==> src/rtl/hit_judge.sv <==
// Rhythm-game hit judge: debounces the player button, times the press against
// the ideal hit instant of each note and emits one registered grade per note.
module hit_judge #(
  parameter int unsigned CENTER     = 100,
  parameter int unsigned GREAT_TOL  = 20,
  parameter int unsigned NICE_TOL   = 50,
  parameter int unsigned NORMAL_TOL = 80,
  parameter int unsigned DB_CYC     = 4
) (
  input  logic       clk,
  input  logic       rst,
  input  logic       run,
  input  logic       tick_en,
  input  logic       note_valid,
  input  logic       btn,
  output logic       judge_valid,
  output logic [1:0] judge_grade,
  output logic [7:0] combo
);

  localparam logic [15:0] CTR = 16'(CENTER);
  localparam logic [15:0] LIM = 16'(2 * CENTER);
  localparam logic [15:0] GT  = 16'(GREAT_TOL);
  localparam logic [15:0] NT  = 16'(NICE_TOL);
  localparam logic [15:0] OT  = 16'(NORMAL_TOL);
  localparam logic [7:0]  DBL = 8'(DB_CYC - 1);

  localparam logic [1:0] G_BAD    = 2'b00;
  localparam logic [1:0] G_NORMAL = 2'b01;
  localparam logic [1:0] G_NICE   = 2'b10;
  localparam logic [1:0] G_GREAT  = 2'b11;

  typedef enum logic {
    S_IDLE,
    S_WINDOW
  } state_t;

  state_t      state_q, state_d;
  logic [15:0] cnt_q, cnt_d;
  logic        s1_q, s2_q;
  logic        db_q, db_d;
  logic        dbp_q;
  logic [7:0]  dbc_q, dbc_d;
  logic        valid_q;
  logic [1:0]  grade_q;
  logic [7:0]  combo_q;
  logic        press;
  logic        res_v;
  logic [1:0]  res_g;

  function automatic logic [1:0] grade_f(input logic [15:0] c);
    logic [15:0] off;
    off = (c >= CTR) ? (c - CTR) : (CTR - c);
    if (off <= GT)      grade_f = G_GREAT;
    else if (off <= NT) grade_f = G_NICE;
    else if (off <= OT) grade_f = G_NORMAL;
    else                grade_f = G_BAD;
  endfunction

  // Level flips on the DB_CYC-th consecutive sample that disagrees with it.
  always_comb begin
    db_d  = db_q;
    dbc_d = 8'd0;
    if (s2_q != db_q) begin
      if (dbc_q >= DBL) begin
        db_d  = s2_q;
        dbc_d = 8'd0;
      end else begin
        dbc_d = dbc_q + 8'd1;
      end
    end
  end

  assign press = db_q & ~dbp_q;

  always_comb begin
    state_d = state_q;
    cnt_d   = cnt_q;
    res_v   = 1'b0;
    res_g   = G_BAD;
    if (!run) begin
      state_d = S_IDLE;
      cnt_d   = 16'd0;
    end else begin
      unique case (state_q)
        S_IDLE: begin
          if (note_valid) begin
            cnt_d = 16'd0;
            if (press) begin
              res_v = 1'b1;
              res_g = grade_f(16'd0);
            end else begin
              state_d = S_WINDOW;
            end
          end
        end
        S_WINDOW: begin
          if (press) begin
            res_v = 1'b1;
            res_g = grade_f(cnt_q);
            cnt_d = 16'd0;
            if (!note_valid) state_d = S_IDLE;
          end else if (note_valid) begin
            res_v = 1'b1;
            res_g = G_BAD;
            cnt_d = 16'd0;
          end else if (tick_en) begin
            if (cnt_q >= LIM) begin
              res_v   = 1'b1;
              res_g   = G_BAD;
              cnt_d   = 16'd0;
              state_d = S_IDLE;
            end else begin
              cnt_d = cnt_q + 16'd1;
            end
          end
        end
        default: begin
          state_d = S_IDLE;
          cnt_d   = 16'd0;
        end
      endcase
    end
  end

  always_ff @(posedge clk) begin
    if (rst) begin
      s1_q    <= 1'b0;
      s2_q    <= 1'b0;
      db_q    <= 1'b0;
      dbp_q   <= 1'b0;
      dbc_q   <= 8'd0;
      state_q <= S_IDLE;
      cnt_q   <= 16'd0;
      valid_q <= 1'b0;
      grade_q <= G_BAD;
      combo_q <= 8'd0;
    end else begin
      s1_q    <= btn;
      s2_q    <= s1_q;
      db_q    <= db_d;
      dbp_q   <= db_q;
      dbc_q   <= dbc_d;
      state_q <= state_d;
      cnt_q   <= cnt_d;
      valid_q <= res_v;
      if (res_v) begin
        grade_q <= res_g;
        if (res_g[1])
          combo_q <= (combo_q == 8'hFF) ? 8'hFF : combo_q + 8'd1;
        else
          combo_q <= 8'd0;
      end
    end
  end

  assign judge_valid = valid_q;
  assign judge_grade = grade_q;
  assign combo       = combo_q;

endmodule
==> config.mk <==
export PLATFORM = sky130hd
export DESIGN_NAME = hit_judge
export DESIGN_NICKNAME = d
export VERILOG_FILES = /design/src/rtl/hit_judge.sv
export SDC_FILE = /design/constraint.sdc
export NUM_CORES = 1
export LEC_CHECK = 0
export CAP_MARGIN = 20
export CORE_ASPECT_RATIO = 1.4
export CORE_UTILIZATION = 57
export CTS_CLUSTER_DIAMETER = 200
export DETAILED_ROUTE_END_ITERATION = 7
export MAX_ROUTING_LAYER = met4
export PLACE_DENSITY = 0.78
export SLEW_MARGIN = 0
export SYNTH_ARGS = -nofsm -noshare
export SYNTH_HDL_FRONTEND = slang
export SYNTH_SLANG_ARGS = --single-unit
==> constraint.sdc <==
create_clock -name clk -period 4.3 [get_ports clk]
set_input_delay 1.29 -clock clk [delete_from_list [all_inputs] [get_ports clk]]
set_output_delay 1.29 -clock clk [all_outputs]
set_load 0.01 [all_outputs]
== After elaboration in Yosys (flattened, before gate mapping) ==
Cells that the tools add are included.

* Register bits: 40
* Input port bits: 6
* Output and inout bits: 11
* Logic and storage cells: 65

* Add/sub/neg operators: 5
* Order comparisons: 6
* Equal/unequal tests: 4
* Multiplexer cells: 31
* Bitwise operators: 5
* Reduce and logical (&&, ||, !) cells: 4

{| class="wikitable"
|+ Operator list
! kind !! number
|-
| 2-to-1 mux 16 bit || 6
|-
| one-hot mux 16 bit (2 select lines) || 1
|-
| adder 16 x 1 -> 16 bit (second input constant) || 1
|-
| adder 8 x 1 -> 8 bit (second input constant) || 2
|-
| >= comparator 16 x 7 -> 1 bit (second input constant) || 1
|-
| >= comparator 16 x 8 -> 1 bit (second input constant) || 1
|-
| <= comparator 16 x 5 -> 1 bit (second input constant) || 1
|-
| <= comparator 16 x 6 -> 1 bit (second input constant) || 1
|-
| <= comparator 16 x 7 -> 1 bit (second input constant) || 1
|-
| 2-to-1 mux 8 bit || 2
|-
| subtractor 16 x 7 -> 16 bit (second input constant) || 1
|-
| subtractor 7 x 16 -> 16 bit (first input constant) || 1
|-
| 2-to-1 mux 1 bit || 15
|-
| == test 8 bit (second input constant) || 1
|-
| >= comparator 8 x 2 -> 1 bit (second input constant) || 1
|-
| 2-to-1 mux 2 bit || 4
|-
| != test 4 x 3 -> 1 bit (second input constant) || 1
|-
| NOT 1 bit || 4
|-
| one-hot mux 1 bit (2 select lines) || 2
|-
| one-hot mux 2 bit (2 select lines) || 1
|-
| AND reduction 2 bit || 2
|-
| OR reduction 3 bit || 1
|-
| != test 2 bit (second input constant) || 1
|-
| OR reduction 2 bit || 1
|-
| 2 further kinds || 2
|}

== Depth between registers and ports, before layout ==
* Depth in word-level cells: 10
* Mapped depth: 11
* Mapped depth without buffers: 9

== Worst setup path after synthesis ==
No wires, ideal clock.

* Path type: reg2reg
* Start point: reg cnt_q[10]
* End point: reg combo_q[4] (netlist: combo[4])
* Data arrival time: 2828 ps
* Data required time: 4221 ps
* Slack: 1393 ps
* Stages on the path, launching flop included: 11
* Path buffers: 3
* Clock period less this slack: 2907 ps
* Cells stage by stage: dfxtp_1 buf_6 or4_4 or3b_1 buf_6 o211a_1 or3_4 a2111oi_4 buf_6 nand4_2 a211oi_2

* Word-level cells in the longest chain between the ends: 9
* Elaborated cells on any way between the ends: 19
* Those cells by class: add/sub (2); order compare (4); mux (13)

{| class="wikitable"
|+ RTL lines
! item !! RTL line !! RTL
|-
| start: declaration || 39 || <nowiki>logic [15:0] cnt_q, cnt_d;</nowiki>
|-
| start signal: assignment || 145 || <nowiki>cnt_q <= cnt_d;</nowiki>
|-
| subtractor 7 x 16 -> 16 bit, or another cell as far along || 53 || <nowiki>off = (c >= CTR) ? (c - CTR) : (CTR - c);</nowiki>
|-
| 2-to-1 mux 16 bit || 53 ||
|-
| <= comparator 16 x 6 -> 1 bit || 55 || <nowiki>else if (off <= NT) grade_f = G_NICE;</nowiki>
|-
| 2-to-1 mux 2 bit || 55 ||
|-
| 2-to-1 mux 2 bit || 54 || <nowiki>if (off <= GT) grade_f = G_GREAT;</nowiki>
|-
| 2-to-1 mux 2 bit || 98 || <nowiki>if (press) begin</nowiki>
|-
| one-hot mux 2 bit (2 select lines) || 85 || <nowiki>unique case (state_q)</nowiki>
|-
| 2-to-1 mux 2 bit || 81 || <nowiki>if (!run) begin</nowiki>
|-
| 2-to-1 mux 8 bit || 149 || <nowiki>if (res_g[1])</nowiki>
|-
| end signal: assignment || 150 || <nowiki>combo_q <= (combo_q == 8'hFF) ? 8'hFF : combo_q + 8'd1;</nowiki>
|-
| end: declaration || 46 || <nowiki>logic [7:0] combo_q;</nowiki>
|}

Several ways; a longest one is shown, not always the timed one.
A chain may end at the register's enable or synchronous reset.

== Worst setup path after layout ==
* Start point: reg cnt_q[8]
* End point: reg combo_q[7] (netlist: combo[7])

The elaborated chain is that of the path after synthesis.

==> qor.yml <==
route:
  avgViaCountPerCell: 6.36
  vias: 2218
  firstDrtPassIters: 4
  routed_wl_um: 5320
  routedWlPerCell_um: 15.2
  ant_nets: 0
  drt_first_iter_violations: 138
  drc_errors: 0
setup_path:
  cpPeakStageDelay_ns: 0.73
  critPathKind: "reg -> reg"
  slowest_stage: "a2111oi_4"
  cp_data_required_time_ns: 4.51
  path_cells: "or4_4, or3b_1, o211a_1, or3_4, a2111oi_4, nand3_1, a211oi_1"
  crit_path_end_kind: "register"
  crit_fanout: 14
  reg2reg_depth: 7
  startpoint_type: "register"
  cp.depth: 7
  cp.arrival_ns: 3.58
  cp_top_family: "simple AND/OR/NAND/NOR gates"
  crit_buf_inv: 0
synthesis:
  synth-edff-count: 0
  ys_ff_latch: 40
  ys_seq_area_share_pct: 33.6
  syn_area_per_cell_um2: 8.14
  ys.warnings.count: 0
  synth-async-reset-ratio_pct: 0
  netlist_instances: 293
  syn_area_um2: 2380
  ys.flop_type: "dfxtp_1"
  synth.distinct_cells: 59
cells_and_area:
  drive_gt1_share_pct: 4.90
  design_area_um2: 2650
  diodes: 0
  nNetsFinal: 320
  finalNonFillerCells: 349
  syn_to_final_growth_pct: 11.0
  fill_cells: 328
outcome:
  status: "finished clean"
timing:
  setup_tns_ns: 0
  maxSlewHeadroom_pct: 44.4
  fmax_mhz: 296
  rsz0062_at_grt: "no"
  final_max_slew_viol_count: 0
  fin_crit_ns: 3.37
  setup_viol: 0
  worst_pin_slew_ns: 0.831
  report.final.hold_viol_count: 0
  period_share_pct: 78.5
  clock_skew_ns: 0.00468
cts:
  root_buffer: "clkbuf_8"
  cts_resized: 0
  cts_htree_levels: 2
  clk_pin_slew_ns: 0.08
  numCtsBuffers: 5
  cts_hold_buf: 0
  cts_tree: "yes"
  cts_setup_buffers: 0
  cts.sinks: 40
  worstSkewPairLatency_ns: 0.29
  clock_tree.buffer_depth: 2
power_and_ir_drop:
  finalPower_uw: 713
  cellLeakagePower_uw: 0.00101
  vdd_drop_max_uv: 206
  p_per_area_nw_per_um2: 269
worst_hold_path:
  whs_path_depth: 1
  hold_class: "reg -> reg"
floorplan:
  core_um2: 3990
  initial_core_util_pct: 59.8
  num_rows: 27
  dieArea_um2: 4450
  fp.dieW_um: 56.7
  dieHeight_um: 78.5
  ios: 17
job:
  maxCapViolations: 0
global_routing:
  grt_pass1_vias: 1997
  overflow: 0
  grt_first_pass_wirelength_um: 8850
  antenna_found_initial: 0
  grt_max_degree: 17
  grt_usage_pct: 25.4
placement:
  dp_cells: 341
  postPlaceCellArea_um2: 2530
  place_congestion: 0.883
  hpwlAfterDp_um: 3700
  portBuffers: 16
==> worst register-to-register path, cell delays in order, from the launching register on <==
cell and delay, ns:
dfxtp_1 0.38, or4_4 0.58, or3b_1 0.53, o211a_1 0.30, or3_4 0.34, a2111oi_4 0.73, nand3_1 0.19, a211oi_1 0.26
==> cells by family (layout without fill, tap and decap cells) <==
logic type	after synthesis	in the layout	synth area share [%]
and+or+nand+nor	129	129	28.9
adders and majority gates	9	9	4.72
muxes	2	2	0.839
AOI/OAI and AO/OA	75	75	23.1
buffers and inverters	28	36	5.46
xor gates and xnor gates	9	9	3.31
DFF	40	40	33.6
other	1	6	0.157
==> state kept, by name, indices dropped and copies added (netlist names) <==
signal	count
s2_q	1
cnt_q	16
judge_grade	2
state_q	1
dbp_q	1
dbc_q	8
combo	8
s1_q	1
judge_valid	1
db_q	1
==> area by class of cell <==
cell class	instances	area, um2	share of cell area (%)
Sequential cell	40	801	30.2
Multi-Input combinational cell	230	1470	55.6
Inverter	12	45.0	1.70
Clock inverter	3	46.3	1.75
Clock buffer	5	68.8	2.60
Tap cell	43	53.8	2.03
Timing Repair Buffer	16	160	6.05
==> metal layers <==
layer / up-vias / GRT usage, % / wire length [um]
li1: 1102 / - / -
met1: 1034 / 30.5 / 2350
met2: 77 / 43.5 / 2680
met3: 5 / 3.46 / 251
met4: 0 / 8.00 / 42
met5: - / - / 0
==> report_power, final <==
| group | total, uW | leakage [uW] | switching (uW) | internal [uW] |
|---|---|---|---|---|
| clock | 310 | 0.0000548 | 135 | 175 |
| combinational | 24.8 | 0.000627 | 13.8 | 11.0 |
| sequential | 378 | 0.000325 | 2.94 | 375 |
==> placed cells by master, fill, tap and decap left out, types with 2 or more instances in the layout <==
cell type / netlist / layout
o211a_1: 2 / 2
conb_1: 1 / 6
mux2i_1: 2 / 2
a21oi_1: 16 / 16
a31oi_1: 7 / 7
nor4b_1: 2 / 2
nand3_1: 13 / 13
clkbuf_8: 0 / 5
and3_1: 7 / 7
nor3_1: 6 / 6
xnor2_1: 8 / 8
nor4_1: 3 / 3
nand2_1: 23 / 23
clkdlybuf4s50_1: 0 / 16
inv_1: 12 / 12
dfxtp_1: 40 / 40
nand4_1: 12 / 12
ha_1: 9 / 9
o31a_1: 2 / 2
a211o_1: 2 / 2
nor2_1: 32 / 32
o21ai_0: 11 / 11
and2_1: 5 / 5
nand2b_1: 7 / 7
a311o_1: 2 / 2
nor2b_1: 6 / 6
a41oi_1: 5 / 5
o31ai_1: 4 / 4
a2111oi_0: 3 / 3
a21o_1: 4 / 4
o311ai_0: 2 / 2
and4_1: 3 / 3
==> stage by stage <==
step                util [%]  setup slack (ns)  hold WS (ns)
finish                  66.4             0.926         0.430
global route            66.4             0.598         0.451
CTS                     66.4             0.956         0.436
detailed placement      63.5             0.811         0.424
global placement        63.5             0.872         0.424
floorplan                  -              1.39         0.406
==> worst paths after layout <==
kind	start	end	slack (ns)
max	cnt_q[8]$_SDFFE_PP0P_	combo[7]$_SDFFE_PP0P_	0.93
max reg2reg	cnt_q[8]$_SDFFE_PP0P_	combo[7]$_SDFFE_PP0P_	0.93
min	dbc_q[0]$_SDFF_PP0_	dbc_q[0]$_SDFF_PP0_	0.43
min reg2reg	dbc_q[0]$_SDFF_PP0_	dbc_q[0]$_SDFF_PP0_	0.43
==> synthesized netlist by cell type (all sizes together) (2+ instances only) <==
cell,instances,share of area (%)
a2111oi,4,2.3
a211o,2,0.73
a211oi,2,0.84
a21o,4,1.3
a21oi,16,3.4
a311o,2,0.84
a31oi,7,1.8
a41oi,5,1.8
and2,5,1.3
and3,7,1.8
and4,3,1.1
buf,5,1.8
clkbuf,11,1.7
dfxtp,40,34
ha,9,4.7
inv,12,1.9
mux2i,2,0.84
nand2,23,3.6
nand2b,7,1.8
nand3,13,2.7
nand4,13,3.7
nor2,32,5.0
nor2b,6,1.6
nor3,6,1.3
nor3b,2,0.84
nor4,3,0.79
nor4b,2,0.73
o211a,2,0.84
o21ai,12,2.5
o311ai,2,0.73
o31a,2,0.73
o31ai,4,1.3
or3,2,0.73
or4,2,0.79
xnor2,8,2.9
Power figures use the tool's default switching activity.
